$ cat config.mk
export PLATFORM = sky130hd
export DESIGN_NAME = pc_fetch_sequencer
export DESIGN_NICKNAME = d
export VERILOG_FILES = /design/src/rtl/pc_fetch_sequencer.sv
export SDC_FILE = /design/constraint.sdc
export NUM_CORES = 1
export LEC_CHECK = 0
export CORE_UTILIZATION = 35
export CTS_CLUSTER_DIAMETER = 120
export CTS_CLUSTER_SIZE = 30
export DETAILED_ROUTE_END_ITERATION = 8
export PLACE_DENSITY = 0.68
export SYNTH_ARGS = -nofsm -noshare
export SYNTH_HDL_FRONTEND = slang
export SYNTH_SLANG_ARGS = --single-unit
$ cat constraint.sdc
create_clock -name clk_i -period 2 [get_ports clk_i]
set_input_delay 0.4 -clock clk_i [delete_from_list [all_inputs] [get_ports clk_i]]
set_output_delay 0.4 -clock clk_i [all_outputs]
set_load 0.1 [all_outputs]
$ cat src/rtl/pc_fetch_sequencer.sv
// ============================================================================
// Module      : pc_fetch_sequencer
// Description : Fetch-stage PC sequencer with a single outstanding
//               instruction-memory request, a decode hand-off register and
//               flush redirection.
// Revision    : 1.0 - initial release
// ============================================================================
`default_nettype none

module pc_fetch_sequencer #(
  parameter int          PC_W     = 12,
  parameter int          INSTR_W  = 32,
  parameter int          PC_INC   = 4,
  parameter logic [11:0] RESET_PC = 12'h000
) (
  input  logic               clk_i,
  input  logic               rst_ni,
  input  logic               start_i,
  input  logic               halt_req_i,
  input  logic               flush_i,
  input  logic [PC_W-1:0]    flush_target_i,
  output logic               imem_req_o,
  output logic [PC_W-1:0]    imem_addr_o,
  input  logic               imem_ack_i,
  input  logic [INSTR_W-1:0] imem_rdata_i,
  output logic               if_valid_o,
  output logic [INSTR_W-1:0] if_instr_o,
  output logic [PC_W-1:0]    if_pc_o,
  input  logic               if_ready_i,
  input  logic               br_taken_i,
  input  logic [PC_W-1:0]    br_target_i,
  input  logic               jmp_i,
  input  logic [PC_W-1:0]    jmp_target_i,
  output logic [1:0]         pc_sel_o,
  output logic [PC_W-1:0]    pc_o,
  output logic               halted_o
);

  typedef enum logic [1:0] {
    S_IDLE  = 2'd0,
    S_FETCH = 2'd1,
    S_ISSUE = 2'd2,
    S_HALT  = 2'd3
  } state_t;

  localparam logic [PC_W-1:0] c_pc_inc   = PC_W'(PC_INC);
  localparam logic [PC_W-1:0] c_reset_pc = PC_W'(RESET_PC);

  localparam logic [1:0] c_sel_seq = 2'b00;
  localparam logic [1:0] c_sel_br  = 2'b01;
  localparam logic [1:0] c_sel_jmp = 2'b10;

  state_t               state_q, state_d;
  logic [PC_W-1:0]      pc_q, pc_d;
  logic [PC_W-1:0]      fetch_addr_q, fetch_addr_d;
  logic                 kill_q, kill_d;
  logic [INSTR_W-1:0]   instr_q, instr_d;
  logic [PC_W-1:0]      if_pc_q, if_pc_d;

  logic                 acc;
  logic [PC_W-1:0]      next_pc;

  // A flush in ISSUE overrides the handshake: the word is treated as not taken.
  assign acc = (state_q == S_ISSUE) && if_ready_i && !flush_i;

  always_comb begin
    pc_sel_o = c_sel_seq;
    next_pc  = pc_q + c_pc_inc;
    if (acc && jmp_i) begin
      pc_sel_o = c_sel_jmp;
      next_pc  = jmp_target_i;
    end else if (acc && br_taken_i) begin
      pc_sel_o = c_sel_br;
      next_pc  = br_target_i;
    end
  end

  always_comb begin
    state_d      = state_q;
    pc_d         = pc_q;
    fetch_addr_d = fetch_addr_q;
    kill_d       = kill_q;
    instr_d      = instr_q;
    if_pc_d      = if_pc_q;

    if (flush_i) begin
      pc_d = flush_target_i;
    end

    case (state_q)
      S_IDLE, S_HALT: begin
        if (!flush_i && start_i) begin
          state_d      = S_FETCH;
          fetch_addr_d = pc_q;
        end
      end
      S_FETCH: begin
        if (kill_q) begin
          // Drop the stale response and re-issue at the (possibly re-flushed) pc.
          if (imem_ack_i) begin
            kill_d       = 1'b0;
            fetch_addr_d = pc_d;
          end
        end else if (flush_i) begin
          if (imem_ack_i) begin
            fetch_addr_d = flush_target_i;
          end else begin
            kill_d = 1'b1;
          end
        end else if (imem_ack_i) begin
          instr_d = imem_rdata_i;
          if_pc_d = fetch_addr_q;
          state_d = S_ISSUE;
        end
      end
      S_ISSUE: begin
        if (flush_i) begin
          fetch_addr_d = flush_target_i;
          state_d      = S_FETCH;
        end else if (acc) begin
          pc_d         = next_pc;
          fetch_addr_d = next_pc;
          state_d      = halt_req_i ? S_HALT : S_FETCH;
        end
      end
      default: begin
        state_d = S_IDLE;
      end
    endcase
  end

  always_ff @(posedge clk_i or negedge rst_ni) begin
    if (!rst_ni) begin
      state_q      <= S_IDLE;
      pc_q         <= c_reset_pc;
      fetch_addr_q <= c_reset_pc;
      kill_q       <= 1'b0;
      instr_q      <= '0;
      if_pc_q      <= '0;
    end else begin
      state_q      <= state_d;
      pc_q         <= pc_d;
      fetch_addr_q <= fetch_addr_d;
      kill_q       <= kill_d;
      instr_q      <= instr_d;
      if_pc_q      <= if_pc_d;
    end
  end

  assign imem_req_o  = (state_q == S_FETCH);
  assign imem_addr_o = fetch_addr_q;
  assign if_valid_o  = (state_q == S_ISSUE);
  assign if_instr_o  = instr_q;
  assign if_pc_o     = if_pc_q;
  assign pc_o        = pc_q;
  assign halted_o    = (state_q == S_HALT);

endmodule

`default_nettype wire

==> impl_metrics.prom <==
# TYPE chip_impl_metric gauge
chip_impl_metric{name="htree_num_levels",unit=""} 3
chip_impl_metric{name="fp-row-count",unit=""} 37
chip_impl_metric{name="via_per_inst",unit=""} 5.36
chip_impl_metric{name="numClockSinks",unit=""} 71
chip_impl_metric{name="synth_edf_count",unit=""} 0
chip_impl_metric{name="io_buffer_count",unit=""} 149
chip_impl_metric{name="finalNetCount",unit=""} 656
chip_impl_metric{name="total_overflow_reported_by_the_global_router",unit=""} 0
chip_impl_info{name="postSynth.topFlopCell",value="dfrtp_1"} 1
chip_impl_metric{name="detail_route.iter0.violations",unit=""} 332
chip_impl_metric{name="routedWlPerCell",unit="µm"} 18.2
chip_impl_info{name="critical_path.startpoint_type",value="flop"} 1
chip_impl_metric{name="overall_global_routing_resource_usage",unit="%"} 22.1
chip_impl_info{name="crit_path_start",value="state_q[1]"} 1
chip_impl_metric{name="synth_seq_cells",unit=""} 71
chip_impl_metric{name="synth-async-reset-ratio",unit="%"} 100
chip_impl_metric{name="final_core_utilization",unit="%"} 63.7
chip_impl_info{name="synth.top_cells.by_count",value="dfrtp_1, mux2_1, a21oi_1"} 1
chip_impl_info{name="min_path_type",value="flop to flop"} 1
chip_impl_info{name="ys_top_cells_by_area",value="dfrtp_1, mux2_1, mux2i_1, a21oi_1, nand2_1"} 1
chip_impl_info{name="worst_setup_path_end_kind",value="primary output"} 1
chip_impl_info{name="synth.largest_area_cell",value="dfrtp_1"} 1
chip_impl_metric{name="cts.clk_slew.worst_paths",unit="ns"} 0.08
chip_impl_metric{name="routabilityCongestion",unit=""} 0.866
chip_impl_metric{name="grt_pass1_wl",unit="µm"} 19400
chip_impl_metric{name="clock_latency",unit="ns"} 0.35
chip_impl_info{name="hold_path.startpoint",value="if_instr_o[10]"} 1
chip_impl_metric{name="clock_tree.buffer_depth",unit=""} 2
chip_impl_metric{name="io-pin-count",unit=""} 150
chip_impl_metric{name="synth_cell_type_count",unit=""} 56
chip_impl_metric{name="die-area",unit="µm²"} 11400
chip_impl_metric{name="core",unit="µm²"} 10500
chip_impl_metric{name="syn-mean-instance-area",unit="µm²"} 10.6
chip_impl_metric{name="setup-violations-final",unit=""} 4
chip_impl_metric{name="area_delta_synth_final",unit="%"} 74.1
chip_impl_metric{name="synthCells",unit=""} 362
chip_impl_metric{name="dp.final_hpwl",unit="µm"} 9530
chip_impl_metric{name="max_slew.worst_pin.slew",unit="ns"} 0.490
chip_impl_metric{name="timing.final.crit_share",unit="%"} 105
chip_impl_metric{name="grt_max_degree",unit=""} 41
chip_impl_metric{name="antennaDiodeCount",unit=""} 0
chip_impl_metric{name="syn_nets",unit=""} 444
chip_impl_metric{name="synth.yosys.seq_area_share",unit="%"} 46.4
chip_impl_metric{name="finClkSkew",unit="ns"} 0.0142
chip_impl_info{name="cts_root_buffer",value="clkbuf_8"} 1
chip_impl_info{name="setup.worst_path.class",value="flop to primary output"} 1
chip_impl_info{name="worstReg2RegStart",value="state_q[1]"} 1
chip_impl_info{name="run_status",value="finished, violations left"} 1
chip_impl_metric{name="multiInputGateArea",unit="µm²"} 2230
chip_impl_metric{name="num-fill-cells",unit=""} 831
chip_impl_info{name="unrepaired_setup_endpoints_after_global_routing",value="true"} 1
chip_impl_metric{name="max_freq",unit="MHz"} 475
chip_impl_metric{name="cts_buffers",unit=""} 9
chip_impl_metric{name="place_ws",unit="ns"} -0.272
chip_impl_metric{name="fp.dieH",unit="µm"} 107
chip_impl_metric{name="fin_cells",unit=""} 714
chip_impl_info{name="failing_checks",value="negative setup slack"} 1
chip_impl_metric{name="final_worst_setup_slack",unit="ns"} -0.103
chip_impl_metric{name="yosys_top_cell_area_share",unit="%"} 46.4
chip_impl_metric{name="critPathArrivalTime",unit="ns"} 1.70
chip_impl_metric{name="initial_antenna_violation_count",unit=""} 0
chip_impl_metric{name="drive_above_1_share",unit="%"} 45.7
chip_impl_metric{name="dr.pass1.iters",unit=""} 5
chip_impl_metric{name="ys_warn_count",unit=""} 0
chip_impl_metric{name="drt-total-wl",unit="µm"} 13000
chip_impl_info{name="cts_tree",value="built"} 1
chip_impl_metric{name="placedCellCount",unit=""} 684
chip_impl_metric{name="via_count",unit=""} 3829
chip_impl_metric{name="final_antenna_net_count",unit=""} 0
chip_impl_metric{name="effective_utilization_at_floorplan",unit="%"} 36.6
chip_impl_metric{name="seqCellArea",unit="µm²"} 1800
chip_impl_metric{name="max_cap_viol_count",unit=""} 0
chip_impl_metric{name="mappedNetlistArea",unit="µm²"} 3830
chip_impl_metric{name="worst_slew_margin_rel",unit="%"} 67.4
chip_impl_metric{name="tns",unit="ns"} -0.208
chip_impl_metric{name="fp.dieW",unit="µm"} 107
chip_impl_metric{name="crit_fanout",unit=""} 4
chip_impl_metric{name="worst_ep_required",unit="ns"} 1.60
chip_impl_metric{name="grt_pass1_vias",unit=""} 3736
chip_impl_metric{name="final-hold-violation-count",unit=""} 0
chip_impl_metric{name="drt_drc_violations_left",unit=""} 0
chip_impl_metric{name="min_period",unit="ns"} 2.10
chip_impl_info{name="post-synth-top-count-cell",value="dfrtp_1"} 1
chip_impl_metric{name="final-max-slew-violation-count",unit=""} 0
-- placed cells by master, fill, tap and decap left out, types with 8 or more instances in the layout --
cell type and instances:
inv_1 8, clkdlybuf4s50_1 74, nor2_1 16, o21ai_0 15, a21oi_2 8, nand2_1 21, buf_12 23, a21oi_1 19
o21ai_1 9, clkbuf_8 9, mux2_4 42, dfrtp_1 62, mux2i_1 13, buf_4 121
-- kinds of logic after synthesis --
family                   Yosys count  share of synthesized area (%)
AND/OR/NAND/NOR                   81                           11.6
adder cells (fa/ha/maj)            5                           1.63
multiplexers                      59                           16.9
AO/OA/AOI/OAI                    104                           18.2
buffers and inverters             38                           4.34
XOR/XNOR                           4                          0.915
flip-flops                        71                           46.4
-- metal layers --
metal	routed length [µm]	global-route usage, %	vias to the layer above
li1	-	-	1757
met1	5620	29.1	1866
met2	6310	37.0	178
met3	761	3.10	28
met4	274	8.02	0
met5	0	0	-
-- metrics by stage --
step / hold WS [ns] / cell area, µm²
after floorplan: 0.104 / 4140
after global placement: 0.377 / 6180
after detailed placement: 0.383 / 6180
after CTS: 0.495 / 6460
after global routing: 0.522 / 6670
final: 0.497 / 6670
-- sequential cells by signal, indices dropped and copies added (netlist names) --
name / flops
kill_q: 1
if_pc_o: 12
state_q: 2
imem_addr_o: 12
pc_o: 12
if_instr_o: 32
-- path summary, 6_finish.rpt --
path | endpoint | slack [ns] | cells past startpoint
max | pc_sel_o[0] | -0.10 | 7
min | if_instr_o[10] | 0.50 | 1
max reg2reg | imem_addr_o[8] | -0.08 | 10
min reg2reg | if_instr_o[10] | 0.50 | 1
max in group asynchronous | if_pc_o[4] | 0.85 | 3
min in group asynchronous | pc_o[6] | 0.56 | 2
-- area by class of cell --
| type | instances | area share [%] |
|---|---|---|
| Sequential cell | 71 | 27.0 |
| Tap cell | 136 | 2.55 |
| Clock inverter | 6 | 1.29 |
| Timing Repair Buffer | 226 | 32.9 |
| Inverter | 13 | 0.882 |
| Clock buffer | 9 | 1.86 |
| Multi-Input combinational cell | 253 | 33.5 |
-- timing repair --
| action | in CTS | in global routing |
|---|---|---|
| setup buffers | 6 | 8 |
| cloned | 0 | 1 |
| setup endpoints to repair | 2 | 15 |
| hold endpoints to repair | 3 | 0 |
| gates resized for setup | 7 | 39 |
| hold buffers | 1 | 0 |
| pin swaps | 2 | 13 |
-- critical path, cell delays in order (launching register included) --
cell        delay (ns)
dfrtp_1           0.40
buf_6             0.13
ha_4              0.16
and3b_1           0.17
and2_4            0.16
nand2_4           0.07
clkinvlp_4        0.09
buf_12            0.17
Power is left out: the tool's default activity adds up to more than one toggle a clock period on the data nets, which glitch-free logic cannot reach.
